==> src/rtl/mem64_arbiter.sv <==
// mem64_arbiter
//   Two-requester round-robin arbiter and sequencer for the 64-byte memory
//   array. It serialises byte read/write requests from ports A and B, plus a
//   whole-memory clear, onto the memory's D_IN/ADDR/R_ENABLE/W_ENABLE/RESET
//   pins. It returns read data and a one-cycle ACK to the winning requester.
//
// Ports
//   CLK, RESET         rising-edge clock, asynchronous active-low reset
//   A_REQ/A_WE/A_ADDR/A_WDATA   requester A command (REQ held until A_ACK)
//   A_ACK, A_RDATA     A completion pulse and read data (held until next A read)
//   B_*                same as A, for requester B
//   CLR_REQ, CLR_ACK   clear-memory request / completion pulse
//   MEM_D_IN, MEM_ADDR, MEM_R_ENABLE, MEM_W_ENABLE, MEM_RESET   to memory
//   MEM_D_OUT          read data from memory
//
// All outputs are registered. Each output is loaded on the edge that enters
// the state it belongs to, so it is valid for that whole state.
module mem64_arbiter #(
    parameter int RD_LAT = 1,
    parameter int AW     = 6,
    parameter int DW     = 8
) (
    input  logic          CLK,
    input  logic          RESET,
    input  logic          A_REQ,
    input  logic          A_WE,
    input  logic [AW-1:0] A_ADDR,
    input  logic [DW-1:0] A_WDATA,
    output logic          A_ACK,
    output logic [DW-1:0] A_RDATA,
    input  logic          B_REQ,
    input  logic          B_WE,
    input  logic [AW-1:0] B_ADDR,
    input  logic [DW-1:0] B_WDATA,
    output logic          B_ACK,
    output logic [DW-1:0] B_RDATA,
    input  logic          CLR_REQ,
    output logic          CLR_ACK,
    output logic [DW-1:0] MEM_D_IN,
    output logic [7:0]    MEM_ADDR,
    output logic          MEM_R_ENABLE,
    output logic          MEM_W_ENABLE,
    output logic          MEM_RESET,
    input  logic [DW-1:0] MEM_D_OUT
);

    typedef enum logic [2:0] {
        S_IDLE,
        S_CMD,
        S_WAIT,
        S_CLR,
        S_DONE
    } state_t;

    // WAIT lasts RD_LAT cycles; the counter runs from RD_LAT-1 down to 0.
    localparam logic [1:0] WAIT_INIT = 2'(RD_LAT - 1);

    state_t     state;
    logic       last_b;     // 1: B was granted last, so A wins the next tie
    logic       granted_b;  // port owning the current transaction
    logic       we_q;       // latched write/read flag of the current grant
    logic [1:0] wait_cnt;

    // Requester address zero-extended onto the 8-bit memory address bus.
    function automatic logic [7:0] mem_addr_of(input logic [AW-1:0] a);
        logic [7:0] r;
        r         = '0;
        r[AW-1:0] = a;
        return r;
    endfunction

    always_ff @(posedge CLK or negedge RESET) begin
        if (!RESET) begin
            state        <= S_IDLE;
            last_b       <= 1'b1;
            granted_b    <= 1'b0;
            we_q         <= 1'b0;
            wait_cnt     <= 2'd0;
            A_ACK        <= 1'b0;
            A_RDATA      <= '0;
            B_ACK        <= 1'b0;
            B_RDATA      <= '0;
            CLR_ACK      <= 1'b0;
            MEM_D_IN     <= '0;
            MEM_ADDR     <= '0;
            MEM_R_ENABLE <= 1'b0;
            MEM_W_ENABLE <= 1'b0;
            MEM_RESET    <= 1'b0;
        end else begin
            // Pulse-type outputs default low; only the entering state raises them.
            A_ACK        <= 1'b0;
            B_ACK        <= 1'b0;
            CLR_ACK      <= 1'b0;
            MEM_R_ENABLE <= 1'b0;
            MEM_W_ENABLE <= 1'b0;
            MEM_RESET    <= 1'b0;

            case (state)
                S_IDLE: begin
                    if (CLR_REQ) begin
                        // Clear has priority and does not move the RR pointer.
                        state     <= S_CLR;
                        MEM_RESET <= 1'b1;
                    end else if (A_REQ && (!B_REQ || last_b)) begin
                        state        <= S_CMD;
                        granted_b    <= 1'b0;
                        last_b       <= 1'b0;
                        we_q         <= A_WE;
                        MEM_ADDR     <= mem_addr_of(A_ADDR);
                        MEM_D_IN     <= A_WDATA;
                        MEM_W_ENABLE <= A_WE;
                        MEM_R_ENABLE <= ~A_WE;
                    end else if (B_REQ) begin
                        state        <= S_CMD;
                        granted_b    <= 1'b1;
                        last_b       <= 1'b1;
                        we_q         <= B_WE;
                        MEM_ADDR     <= mem_addr_of(B_ADDR);
                        MEM_D_IN     <= B_WDATA;
                        MEM_W_ENABLE <= B_WE;
                        MEM_R_ENABLE <= ~B_WE;
                    end
                end

                S_CMD: begin
                    if (we_q) begin
                        state <= S_DONE;
                        A_ACK <= ~granted_b;
                        B_ACK <= granted_b;
                    end else begin
                        state    <= S_WAIT;
                        wait_cnt <= WAIT_INIT;
                    end
                end

                S_WAIT: begin
                    if (wait_cnt == 2'd0) begin
                        // Last WAIT edge: memory output is valid now.
                        state <= S_DONE;
                        if (granted_b) begin
                            B_RDATA <= MEM_D_OUT;
                            B_ACK   <= 1'b1;
                        end else begin
                            A_RDATA <= MEM_D_OUT;
                            A_ACK   <= 1'b1;
                        end
                    end else begin
                        wait_cnt <= wait_cnt - 2'd1;
                    end
                end

                S_CLR: begin
                    state   <= S_DONE;
                    CLR_ACK <= 1'b1;
                end

                S_DONE: begin
                    state <= S_IDLE;
                end

                default: begin
                    state <= S_IDLE;
                end
            endcase
        end
    end

endmodule
==> config.mk <==
export PLATFORM = sky130hd
export DESIGN_NAME = mem64_arbiter
export DESIGN_NICKNAME = d
export VERILOG_FILES = /design/src/rtl/mem64_arbiter.sv
export SDC_FILE = /design/constraint.sdc
export NUM_CORES = 1
export LEC_CHECK = 0
export ABC_AREA = 1
export CAP_MARGIN = 20
export CELL_PAD_IN_SITES_DETAIL_PLACEMENT = 0
export CELL_PAD_IN_SITES_GLOBAL_PLACEMENT = 1
export CORE_MARGIN = 3
export CORE_UTILIZATION = 25
export CTS_BUF_LIST = sky130_fd_sc_hd__clkbuf_16
export DETAILED_ROUTE_END_ITERATION = 12
export GPL_TIMING_DRIVEN = 0
export PLACE_DENSITY_LB_ADDON = 0.2
export SYNTH_ARGS = -nofsm -noshare
export SYNTH_HDL_FRONTEND = slang
export SYNTH_SLANG_ARGS = --single-unit
export TNS_END_PERCENT = 10
==> constraint.sdc <==
create_clock -name CLK -period 1.6 [get_ports CLK]
set_clock_uncertainty 0.1 [all_clocks]
set_input_delay 0.16 -clock CLK [delete_from_list [all_inputs] [get_ports CLK]]
set_output_delay 0.16 -clock CLK [all_outputs]
set_load 0.03 [all_outputs]
==> flow_summary_export.csv <==
group,metric,value,unit
outcome,status,"finished, final reports clean",
setup_path,critical_path.max_fanout,2,
synth,synth_area_leaders,"dfrtp_1 52%, nand2_1 22%, o21ai_2 6.8%",
timing,setup_viol,0,
cells_and_area,final_cell_mix,"118 x nand2_1, 59 x clkdlybuf4s50_1, 43 x dfrtp_1",
setup_path,worst-path-buf-inv,1,
die,pin_count,81,
route,vias,1721,
route,drt-initial-drc-count,28,
die,core,7848,um2
placed_design,io_buffer_count,78,
timing,rsz0062_at_grt,"no",
power,combPwrFrac,46.3,%
route,wl_per_cell,11.35,um
cts,clock_tree.root_cell,"clkbuf_16",
route,ant_nets,0,
cells_and_area,finish.utilization,41.44,%
timing,hold_viol,0,
setup_path,max_stage_delay,680,ps
power,power_leakage,1.816,nW
synth,ys_ff_latch,44,
power,intPower,3.805,mW
cts,clock_sinks,44,
cells_and_area,n_antenna_cell,0,
global_routing,grt_remaining_overflow,0,
global_routing,antenna_found_initial,0,
synth,ys_warn_count,0,
cells_and_area,finalInstanceArea,3252,um2
global_routing,grt_use_total,10.84,%
timing,timing.final.crit_period,1586,ps
placed_design,gp_congestion,0.7433,
cts,cts_buffer_depth,2,
route,vias_per_cell,3.965,
cells_and_area,final_nets,375,
min_path,hold_class,"primary input to asynchronous set/reset pin",
setup_path,slowest_stage,"clkdlybuf4s50_1",
synth,synth.cell_area,2056,um2
synth,syn_inst,243,
setup_path,crit_arrival,1330,ps
route,wirelength,4925,um
timing,min_period_over_period,99.11,%
setup_path,cpLargestDelayFamily,"buffers and inverters",
cts,clk_pin_slew,70,ps
placed_design,place_area,2983,um2
timing,fmax,630.6,MHz
synth,yosysTopAreaCell,"dfrtp_1",
synth,ys_seq_area_share,53.62,%
die,rows,32,
setup_path,crit_path_end_kind,"output port",
setup_path,path_cells,"clkdlybuf4s50_1",
run,maxCapViolations,0,
synth,yosysTopAreaCellShare,52.34,%
power,p_per_area,1913,nW/um2
die,dieArea,9347,um2
cts,postCtsSetupBuffers,0,
cts,clkLatencyLatePin,280,ps
power,power.switching,2.414,mW
timing,setup-tns-final,0,ps
setup_path,start_kind,"flip-flop",
global_routing,grt_max_degree,26,
setup_path,path_depth,1,
timing,slew_viol_final,0,
power,ir_drop,0.5681,mV
synth,synth_area_per_cell,8.460,um2
power,clockPowerShare,23.7,%
synth,synthDistinctLibCells,25,
global_routing,grt_first_pass_wirelength,8411,um
route,drtPass1Iterations,4,
die,die_y,96.68,um
cts,htree_num_levels,2,
die,die_w,96.68,um
power,fin_total_pwr,6.220,mW
cts,cts_tree,"built",
cts,numCtsBuffers,5,
setup_path,crit_required,1340,ps
cells_and_area,syn_to_final_growth,58.19,%
cells_and_area,drive_gt1_share,15.36,%
cells_and_area,layout.cells.most_common,"nand2_1",
setup_path,reg2reg_slack,120,ps
power,pwr-share-seq,30.0,%
placed_design,dp_hpwl,3727,um
power,sw_frac_of_total,38.82,%
cells_and_area,fillers,846,
route,drc,0,
setup_path,ff2ff_path_depth,8,
global_routing,first_global_vias,1763,
die,initial_utilization,26.20,%
setup_path,path_class,"flip-flop to output port",
[layout make-up]
class	count	area, um2	share of cell area (%)
Buffer	9	83.83	2.578
Clock buffer	5	125.1	3.848
Clock inverter	3	90.09	2.770
Inverter	25	98.84	3.040
Multi-Input combinational cell	166	784.5	24.12
Sequential cell	44	1102	33.90
Tap cell	102	127.6	3.925
Timing Repair Buffer	80	839.6	25.82
[cells by family after synthesis]
| group | synth area share (%) |
|---|---|
| fa+ha+maj | 0.6085 |
| buf+inv | 8.764 |
| other cells | 0.1824 |
| simple gates | 28.67 |
| compound gates | 8.156 |
| flops | 53.62 |
[registers in the layout, summed over array words and instances, names as in the netlist]
signal / cells
A_RDATA: 8
B_RDATA: 8
MEM_D_IN: 8
MEM_ADDR: 6
state: 3
wait_cnt: 2
A_ACK: 1
B_ACK: 1
CLR_ACK: 1
MEM_RESET: 1
MEM_R_ENABLE: 1
MEM_W_ENABLE: 1
granted_b: 1
last_b: 1
we_q: 1
[per-layer routing]
layer  wire (um)  global-route usage, %
met5           0                      0
met4          32                  2.916
met3         422                  4.037
met2        2194                  17.46
met1        2276                  13.70
[power by group through the flow]
stage / combinational (mW) / clock, mW / sequential, mW
after detailed placement: 2.97 / 0 / 1.89
after CTS: 2.95 / 1.52 / 1.88
after floorplan: 1.03 / 0 / 2.64
after global placement: 2.95 / 0 / 1.88
final: 2.88 / 1.48 / 1.87
after global routing: 3.15 / 1.54 / 1.93
[cells in the mapped netlist]
master / number
nand2_1: 119
dfrtp_1: 43
inv_1: 22
o21ai_2: 16
nand2_2: 6
nor2_1: 6
buf_4: 4
nand3_1: 4
buf_6: 3
inv_2: 2
nand2_4: 2
o21ai_0: 2
o21ai_1: 2
buf_2: 1
buf_8: 1
conb_1: 1
dfstp_2: 1
ha_1: 1
inv_4: 1
nand3_2: 1
nand4_1: 1
nor2_2: 1
nor2_4: 1
o211ai_1: 1
or2_0: 1
[through the flow]
stage | worst slack (ps) | hold slack [ps] | instances
global placement | -1009 | 354.0 | 424
CTS | 2.102 | 301.8 | 434
global route | 0.6993 | 338.9 | 434
floorplan | 245.2 | -235.6 | 244
finish | 14.21 | 278.2 | 434
detailed placement | -64.06 | 62.26 | 425
[final timing paths]
kind,start,end
max reg2reg,wait_cnt[0]$_DFFE_PN0P_,A_RDATA[5]$_DFFE_PN0P_
min in group CLK,wait_cnt[1]$_DFFE_PN0P_,wait_cnt[1]$_DFFE_PN0P_
max in group asynchronous,RESET,A_RDATA[5]$_DFFE_PN0P_
min,RESET,CLR_ACK$_DFF_PN0_
min reg2reg,wait_cnt[1]$_DFFE_PN0P_,wait_cnt[1]$_DFFE_PN0P_
max,B_RDATA[6]$_DFFE_PN0P_,B_RDATA[6]
[what timing repair did]
action                                  in CTS  in global routing
gates resized for setup                      3                 18
endpoints found under the setup margin       3                 25
pin swaps                                    0                  0
endpoints found under the hold margin       18                  0
hold buffers                                 1                  0
No activity file was read; power rests on OpenSTA's default activity.
